**src/rtl/sprite_drawer_if.sv**
```systemverilog
// Sprite drawer bus: start/base request, sprite RAM read port, VGA pixel port and status.
interface sprite_drawer_if;
  logic        start;
  logic [7:0]  base_x;
  logic [6:0]  base_y;
  logic [9:0]  ram_addr;
  logic [15:0] ram_data;
  logic [7:0]  vga_x;
  logic [6:0]  vga_y;
  logic [2:0]  vga_colour;
  logic        plot;
  logic        busy;
  logic        done;

  modport slave (
    input  start, base_x, base_y, ram_data,
    output ram_addr, vga_x, vga_y, vga_colour, plot, busy, done
  );

  modport master (
    output start, base_x, base_y, ram_data,
    input  ram_addr, vga_x, vga_y, vga_colour, plot, busy, done
  );
endinterface

```
**src/rtl/sprite_drawer.sv**
```systemverilog
// Walks a sprite record list from RAM and plots each opaque, on-screen pixel at a
// base offset; the walk stops at the first invalid record or at the end of RAM.
module sprite_drawer #(
  parameter int         MAX_WORDS   = 800,
  parameter logic [2:0] TRANSPARENT = 3'b000,
  parameter int         X_LIMIT     = 160,
  parameter int         Y_LIMIT     = 120
) (
  input  logic            clk,
  input  logic            resetn,
  sprite_drawer_if.slave  bus
);
  typedef enum logic [1:0] {IDLE, FETCH, EVAL, FINISH} state_t;

  localparam logic [9:0] LAST_ADDR = 10'(MAX_WORDS - 1);

  state_t      r_state, w_state_nxt;
  logic [7:0]  r_base_x, w_base_x_nxt;
  logic [6:0]  r_base_y, w_base_y_nxt;
  logic [9:0]  r_addr, w_addr_nxt;
  logic [7:0]  r_vga_x, w_vga_x_nxt;
  logic [6:0]  r_vga_y, w_vga_y_nxt;
  logic [2:0]  r_colour, w_colour_nxt;
  logic        r_plot, w_plot_nxt;
  logic        r_busy, w_busy_nxt;
  logic        r_done, w_done_nxt;

  logic [5:0]  w_rec_x, w_rec_y;
  logic [2:0]  w_rec_c;
  logic        w_valid, w_last, w_draw, w_stop;
  logic [8:0]  w_sx, w_sy;

  assign w_rec_x = bus.ram_data[15:10];
  assign w_rec_y = bus.ram_data[9:4];
  assign w_rec_c = bus.ram_data[3:1];
  assign w_valid = bus.ram_data[0];
  // 9-bit sums so an off-screen sprite never wraps back onto the screen
  assign w_sx    = {1'b0, r_base_x} + {3'b0, w_rec_x};
  assign w_sy    = {2'b0, r_base_y} + {3'b0, w_rec_y};
  assign w_last  = (r_addr == LAST_ADDR);
  assign w_draw  = w_valid && (w_rec_c != TRANSPARENT) &&
                   (w_sx < 9'(X_LIMIT)) && (w_sy < 9'(Y_LIMIT));
  assign w_stop  = !w_valid || w_last;

  always_ff @(posedge clk or negedge resetn) begin
    if (!resetn) begin
      r_state  <= IDLE;
      r_base_x <= '0;
      r_base_y <= '0;
      r_addr   <= '0;
      r_vga_x  <= '0;
      r_vga_y  <= '0;
      r_colour <= '0;
      r_plot   <= 1'b0;
      r_busy   <= 1'b0;
      r_done   <= 1'b0;
    end else begin
      r_state  <= w_state_nxt;
      r_base_x <= w_base_x_nxt;
      r_base_y <= w_base_y_nxt;
      r_addr   <= w_addr_nxt;
      r_vga_x  <= w_vga_x_nxt;
      r_vga_y  <= w_vga_y_nxt;
      r_colour <= w_colour_nxt;
      r_plot   <= w_plot_nxt;
      r_busy   <= w_busy_nxt;
      r_done   <= w_done_nxt;
    end
  end

  always_comb begin
    w_state_nxt = r_state;
    case (r_state)
      IDLE:    if (bus.start) w_state_nxt = FETCH;
      FETCH:   w_state_nxt = EVAL;
      EVAL:    w_state_nxt = w_stop ? FINISH : FETCH;
      FINISH:  w_state_nxt = IDLE;
      default: w_state_nxt = IDLE;
    endcase
  end

  always_comb begin
    w_base_x_nxt = r_base_x;
    w_base_y_nxt = r_base_y;
    w_addr_nxt   = r_addr;
    w_vga_x_nxt  = r_vga_x;
    w_vga_y_nxt  = r_vga_y;
    w_colour_nxt = r_colour;
    w_plot_nxt   = 1'b0;
    w_busy_nxt   = r_busy;
    w_done_nxt   = 1'b0;
    case (r_state)
      IDLE: if (bus.start) begin
        w_base_x_nxt = bus.base_x;
        w_base_y_nxt = bus.base_y;
        w_addr_nxt   = '0;
        w_busy_nxt   = 1'b1;
      end
      EVAL: begin
        if (w_draw) begin
          w_vga_x_nxt  = w_sx[7:0];
          w_vga_y_nxt  = w_sy[6:0];
          w_colour_nxt = w_rec_c;
          w_plot_nxt   = 1'b1;
        end
        if (w_stop) begin
          w_busy_nxt = 1'b0;
          w_done_nxt = 1'b1;
        end else begin
          w_addr_nxt = r_addr + 10'd1;
        end
      end
      default: ;
    endcase
  end

  assign bus.ram_addr   = r_addr;
  assign bus.vga_x      = r_vga_x;
  assign bus.vga_y      = r_vga_y;
  assign bus.vga_colour = r_colour;
  assign bus.plot       = r_plot;
  assign bus.busy       = r_busy;
  assign bus.done       = r_done;
endmodule
```
**src/flat_wrapper.sv**
```systemverilog
// flat-port wrapper written by rule: the top's interface ports become plain ports
module sprite_drawer_flat 
#(
  parameter int         MAX_WORDS   = 800,
  parameter logic [2:0] TRANSPARENT = 3'b000,
  parameter int         X_LIMIT     = 160,
  parameter int         Y_LIMIT     = 120
)
  (clk, resetn, bus_start, bus_base_x, bus_base_y, bus_ram_data, bus_ram_addr, bus_vga_x, bus_vga_y, bus_vga_colour, bus_plot, bus_busy, bus_done);
  sprite_drawer_if bus_i ();
  input  logic clk;
  input  logic resetn;
  input wire logic [$bits(bus_i.start)-1:0] bus_start;
  input wire logic [$bits(bus_i.base_x)-1:0] bus_base_x;
  input wire logic [$bits(bus_i.base_y)-1:0] bus_base_y;
  input wire logic [$bits(bus_i.ram_data)-1:0] bus_ram_data;
  output wire logic [$bits(bus_i.ram_addr)-1:0] bus_ram_addr;
  output wire logic [$bits(bus_i.vga_x)-1:0] bus_vga_x;
  output wire logic [$bits(bus_i.vga_y)-1:0] bus_vga_y;
  output wire logic [$bits(bus_i.vga_colour)-1:0] bus_vga_colour;
  output wire logic [$bits(bus_i.plot)-1:0] bus_plot;
  output wire logic [$bits(bus_i.busy)-1:0] bus_busy;
  output wire logic [$bits(bus_i.done)-1:0] bus_done;
  assign bus_i.start = bus_start;
  assign bus_i.base_x = bus_base_x;
  assign bus_i.base_y = bus_base_y;
  assign bus_i.ram_data = bus_ram_data;
  assign bus_ram_addr = bus_i.ram_addr;
  assign bus_vga_x = bus_i.vga_x;
  assign bus_vga_y = bus_i.vga_y;
  assign bus_vga_colour = bus_i.vga_colour;
  assign bus_plot = bus_i.plot;
  assign bus_busy = bus_i.busy;
  assign bus_done = bus_i.done;
  sprite_drawer #(.MAX_WORDS(MAX_WORDS), .TRANSPARENT(TRANSPARENT), .X_LIMIT(X_LIMIT), .Y_LIMIT(Y_LIMIT)) u_core (.clk(clk), .resetn(resetn), .bus(bus_i));
endmodule
```
**config.mk**
```make
export PLATFORM = sky130hd
export DESIGN_NAME = sprite_drawer_flat
export DESIGN_NICKNAME = d
export VERILOG_FILES = /design/src/rtl/sprite_drawer_if.sv /design/src/rtl/sprite_drawer.sv /design/src/flat_wrapper.sv
export SDC_FILE = /design/constraint.sdc
export NUM_CORES = 1
export LEC_CHECK = 0
export ABC_AREA = 1
export ABC_CLOCK_PERIOD_IN_PS = 2600
export CAP_MARGIN = 10
export CORE_ASPECT_RATIO = 1.5
export CORE_UTILIZATION = 25
export DETAILED_ROUTE_END_ITERATION = 8
export GPL_TIMING_DRIVEN = 0
export PLACE_DENSITY = 0.44
export REMOVE_ABC_BUFFERS = 1
export SLEW_MARGIN = 20
export SYNTH_ARGS = -nofsm -noshare
export SYNTH_HDL_FRONTEND = slang
export SYNTH_SLANG_ARGS = --single-unit
export TNS_END_PERCENT = 1
```
**constraint.sdc**
```tcl
create_clock -name clk -period 2.6 [get_ports clk]
set_input_delay 0.78 -clock clk [delete_from_list [all_inputs] [get_ports clk]]
set_output_delay 0.78 -clock clk [all_outputs]
set_load 0.005 [all_outputs]
```
* Yosys cells after proc, flatten, opt, wreduce, memory -nomap -nowiden
Index checks and enable logic that the tools add are counted.
Cells by class: multiplexer cells 13, equality and inequality tests 7, add/subtract/negate cells 3, reduce and logical (&&, ||, !) cells 12, magnitude comparators 2
Operators with widths (number):
- $mux 10 | 2
- $pmux 10 s2 | 1
- $add 10x1->10 const B | 1
- $eq 10x10->1 const B | 1
- $add 8x6->9 | 1
- $lt 9x7->1 const B | 1
- $lt 9x8->1 const B | 1
- $add 7x6->8 | 1
- $pmux 2 s4 | 1
- $mux 1 | 6
- $reduce_and 3->1 | 2
- $eq 2x2->1 const B | 2
- $mux 2 | 2
- $ne 2x2->1 const B | 2
- $reduce_and 2->1 | 2
- $logic_and 1x1->1 | 3
- $reduce_bool 3->1 | 1
- $eq 2x1->1 const B | 1
- $logic_not 2->1 | 1
- $ne 2x1->1 const B | 1
- $pmux 1 s2 | 1
- $reduce_bool 2->1 | 1
- $logic_not 1->1 | 1
- $logic_or 1x1->1 | 1
Word-level totals: word-level logic and storage cells 47, flip-flop bits (word level) 48, output and inout bits 31, input bits 34

* Depth between registers and ports, before layout
word-level depth 6, mapped depth 14, depth with buffers taken out 13

* Least setup slack after synthesis
OpenSTA, ideal clock, no wires.
path kind input to register, start point input port bus_ram_data[4], end point register u_core.r_plot (netlist: u_core.bus.plot), arrival 2.283 ns, data required time 2.482 ns, slack 0.199 ns, buffers on the path 1, stages 12, cells stage by stage ha_1 inv_1 fa_1 inv_1 nand2_1 nand3b_1 nand2_2 nor2_4 nand3_4 nand3_4 buf_12 inv_1
Between the ends: word-level cells in the longest chain between the ends 5
Ends and longest elaborated chain:
- from (decl) | RTL line flat_wrapper.sv:16 | input wire logic [$bits(bus_i.ram_data)-1:0] bus_ram_data;
- $add 7x6->8 | RTL line sprite_drawer.sv:39 | assign w_sy = {2'b0, r_base_y} + {3'b0, w_rec_y};
- $lt 9x7->1 | RTL line sprite_drawer.sv:42 | (w_sx < 9'(X_LIMIT)) && (w_sy < 9'(Y_LIMIT));
- $logic_and 1x1->1 | RTL line sprite_drawer.sv:42
- $mux 1 | RTL line sprite_drawer.sv:100 | if (w_draw) begin
- $mux 1 | RTL line sprite_drawer.sv:92 | case (r_state)
- net u_core.w_plot_nxt | RTL line sprite_drawer.sv:24 | logic r_plot, w_plot_nxt;
- to (signal assigned) | RTL line sprite_drawer.sv:65 | r_plot <= w_plot_nxt;
- to (decl) | RTL line sprite_drawer.sv:24
The timed path passes the listed nets, and every way through them passes these cells. A chain may end at the register's enable or synchronous reset.

* Worst setup path in the final report
start point input port bus_ram_data[12], end point register u_core.r_colour[1] (netlist: u_core.bus.vga_colour[1])
Between the ends: word-level cells in the longest chain between the ends 5
Ends and longest elaborated chain:
- $add 8x6->9 | RTL line sprite_drawer.sv:38 | assign w_sx = {1'b0, r_base_x} + {3'b0, w_rec_x};
- $lt 9x8->1 | RTL line sprite_drawer.sv:42
- $logic_and 1x1->1 | RTL line sprite_drawer.sv:41 | assign w_draw = w_valid && (w_rec_c != TRANSPARENT) &&
- $logic_and 1x1->1 | RTL line sprite_drawer.sv:42
- $reduce_and 2->1 (no line)
- to (signal assigned) | RTL line sprite_drawer.sv:64 | r_colour <= w_colour_nxt;
- to (decl) | RTL line sprite_drawer.sv:23 | logic [2:0] r_colour, w_colour_nxt;
Every way passes these cells.

==> metrics <==
Global Route Usage Sum 12.04%; Post-Place Cells 556; vias after detailed routing 2520; instance area after placement 3764 sq um; routability cong. ~0.81; Core Util, Final 35.98%; standard-cell row count 48; wire per inst 12.46 microns; CP max FO 6; layout cell share with drive strength beyond 1 22.40%; global-route wire length before repair about 12 mm; number of buffers between clock root and the deepest sink 2; Layout area overhead 38.95%; result of the run finished, final reports clean; Critical Path Sink Type register; transition time at the pin with the least slew margin 639.8 ps; minimum clock period after layout 2482 ps; leading post-synthesis cells by instance count 90 x sky130_fd_sc_hd__nand2_1, 48 x sky130_fd_sc_hd__dfrtp_1, 42 x sky130_fd_sc_hd__inv_1; final hold violation count 0; flops & latches, synth 48; arrival time of data at the critical path endpoint 2670 ps; proportion of netlist area held by the largest area contributor 39.82%; final number of setup-violating endpoints 0; share of synthesized area spent on multiplexers 3.733%; vias per inst between 4 and 5; most frequently used flop master after synthesis sky130_fd_sc_hd__dfrtp_1; delay of the slowest cell on the worst path 460 ps; final antenna-violating net count 0; Synth area leader sky130_fd_sc_hd__dfrtp_1; root buffer cell sky130_fd_sc_hd__clkbuf_16; Inserted Clock Buffers 5; Static Leak 1.949 nW; Compound-Gate Fraction of Synth Area between 4 and 5%; final std cells w/o fill 583; most common cell in the netlist sky130_fd_sc_hd__nand2_1; simple-gate share of the synthesized area 34.47%; total negative slack 0 ps; IR drop worst, VDD 0.3588 mV; endpoint required time on the critical path approximately 2800 ps; clock transition time at the flip-flop clock pins of the worst setup and hold paths approximately 70 ps; port buffer count 64; Synth Area in Adders 6.719%; path category of the worst min-delay check reg2reg; number of antenna violations at the first check in global routing 0; highest-delay cell along the critical path sky130_fd_sc_hd__clkdlybuf4s50_1; cell-by-cell trace of the critical path clkdlybuf4s50_1 -> ha_2 -> or2_1 -> nand3_1 -> nand2_1 -> nand2_1 -> nand2_4 -> nand2_8 -> nand3_4 -> clkbuf_16 -> nand2_1 -> nand2_1; Worst-Skew Late Latency 290 ps; number of instances in the synthesized netlist 350; I/O Pins 65; syn_area_per_cell 8.619 sq um; total power divided by cell area between 1000 and 1500 nW/um^2; number of global-route vias before repair 2436; Max-slew headroom 57.35%; final net count 481; maximum clock skew at final layout approximately 4.7 ps; min setup slack post-route 118.2 ps; post-route fraction of the period consumed by the critical path around 95%; CTS tree built; largest cells by area after synthesis sky130_fd_sc_hd__dfrtp_1 40%, sky130_fd_sc_hd__nand2_1 11%, sky130_fd_sc_hd__nand4_1 5.6%, sky130_fd_sc_hd__ha_1 5.4%, sky130_fd_sc_hd__inv_1 5.2%; # Max-Cap Violations 0; count of inserted antenna diode cells 0; Synth Cell Area 3017 sq um; final HPWL from detailed placement about 5.3 mm; worst slack at placement -731.1 ps; die outline width about 92 microns; number of levels the H-tree was split into 2; floorplan die area 12520 sq um; aggregate routed wire length 7.263 mm; Overflow after GRT 0; drc violations 0; area inside the core boundary between 10000 and 15000 sq um; number of synthesis warnings 0; initial standard-cell utilization of the core 25.89%; die boundary height around 140 microns; unique cell type count in the Yosys netlist 37; number of DRC markers in iteration 0 90; Slew Viols, Final 0; Post-synth EDFFs 0; share of flip-flops with an asynchronous set or reset after synthesis 100.0%; length of the first detailed-routing pass in iterations 4; cell with the most instances on the worst path sky130_fd_sc_hd__nand2_1; Highest Clock Rate 0.4029 GHz; startpoint types input pin; type of the setup path with the least slack in2reg; pin count of the biggest net entering global routing 49; post-synthesis share of cell area spent on xor and xnor gates about 2.3%; part of the Yosys area used for sequential elements between 30% and 40%; # fillers 1262; finished layout cell area around 4200 sq um; largest family of logic cells by synthesized area simple AND/OR/NAND/NOR gates; clk sinks 48
==> layer usage <==
layer	global-route usage, %	routed length, microns	vias to the layer above
met5	0	0	-
met4	5.903	201	0
met3	1.944	232	9
met2	22.26	3872	45
met1	13.31	2957	1168
li1	-	-	1298
==> power breakdown <==
part	internal (mW)	total, mW	switching, mW	leakage (nW)
logic	1.25	2.61	1.36	1.28
registers	1.02	1.26	0.240	0.604
clock network	0.358	0.662	0.303	0.0660
==> through the flow <==
stage | total power, mW | hold WS [ps]
finish | 4.530 | 486.8
global route | 4.953 | 520.0
CTS | 4.256 | 484.6
detailed placement | 3.489 | 468.2
global placement | 3.467 | 456.9
floorplan | 2.763 | 465.4
==> area by class of cell <==
cell class	instances	area [sq um]	area share, %
Clock buffer	5	125.1	2.985
Clock inverter	3	23.77	0.5672
Inverter	48	181.4	4.328
Multi-Input combinational cell	247	1648	39.31
Sequential cell	48	1201	28.66
Tap cell	150	187.7	4.478
Timing Repair Buffer	82	824.5	19.67
==> worst max-delay path: cells and delay by family <==
family | cells | cell delay (ps)
fa+ha+maj | 1 | 300
buf+inv | 2 | 650
simple gates | 9 | 940
==> kinds of logic (layout without fill, tap and decap cells) <==
kind of cell	after synthesis	in the layout
AO/OA/AOI/OAI	22	22
XOR/XNOR	8	8
adder cells (fa/ha/maj)	15	15
buffers and inverters	56	138
flip-flops	48	48
multiplexers	10	10
AND/OR/NAND/NOR	191	192
==> sequential cells by signal (all words and copies together), names as in the netlist <==
name / count
u_core.bus.ram_addr: 10
u_core.bus.vga_x: 8
u_core.r_base_x: 8
u_core.bus.vga_y: 7
u_core.r_base_y: 7
u_core.bus.vga_colour: 3
u_core.r_state: 2
u_core.bus.busy: 1
u_core.bus.done: 1
u_core.bus.plot: 1
==> final timing paths <==
check,from,end,slack (ps),cells after the start
setup reg to reg,u_core.bus.ram_addr[0],u_core.bus.ram_addr[7],310,10
hold / removal,u_core.bus.busy,u_core.bus.busy,490,2
setup / recovery,bus_ram_data[12],u_core.bus.vga_colour[1],120,12
min in group asynchronous,resetn,u_core.bus.ram_addr[2],500,1
hold reg to reg,u_core.bus.busy,u_core.bus.busy,490,2
max in group asynchronous,resetn,u_core.bus.plot,1660,1
==> cells in the final DEF (no fill, tap or decap), types with 2 or more instances in the layout <==
cell and instances:
sky130_fd_sc_hd__ha_4 4, sky130_fd_sc_hd__buf_12 2, sky130_fd_sc_hd__inv_2 8, sky130_fd_sc_hd__nand3_2 2, sky130_fd_sc_hd__nand3b_1 2, sky130_fd_sc_hd__nor3_1 2, sky130_fd_sc_hd__inv_1 39, sky130_fd_sc_hd__ha_1 7
sky130_fd_sc_hd__nand2_4 12, sky130_fd_sc_hd__nand2_8 2, sky130_fd_sc_hd__nor2_1 17, sky130_fd_sc_hd__o21ai_0 8, sky130_fd_sc_hd__nand4_1 27, sky130_fd_sc_hd__clkinvlp_4 2, sky130_fd_sc_hd__a21oi_1 6, sky130_fd_sc_hd__nand2_1 88
sky130_fd_sc_hd__nand3_1 12, sky130_fd_sc_hd__xor2_1 4, sky130_fd_sc_hd__clkbuf_16 6, sky130_fd_sc_hd__fa_2 2, sky130_fd_sc_hd__o31ai_1 3, sky130_fd_sc_hd__clkdlybuf4s50_1 61, sky130_fd_sc_hd__or2_1 2, sky130_fd_sc_hd__mux2_2 10
sky130_fd_sc_hd__a21oi_2 3, sky130_fd_sc_hd__buf_4 15, sky130_fd_sc_hd__nand2_2 17, sky130_fd_sc_hd__dlymetal6s2s_1 2, sky130_fd_sc_hd__xnor2_1 4, sky130_fd_sc_hd__dfrtp_1 48, sky130_fd_sc_hd__nand3_4 2, sky130_fd_sc_hd__nor2_4 2
sky130_fd_sc_hd__ha_2 2, sky130_fd_sc_hd__nor4_1 3
==> repair_timing <==
action	in CTS	in global routing
setup buffers	5	12
endpoints found under the setup margin	19	19
gates cloned	0	2
hold buffers	0	0
pin swaps	3	10
resized for setup	6	15
Power figures use the tool's default switching activity.
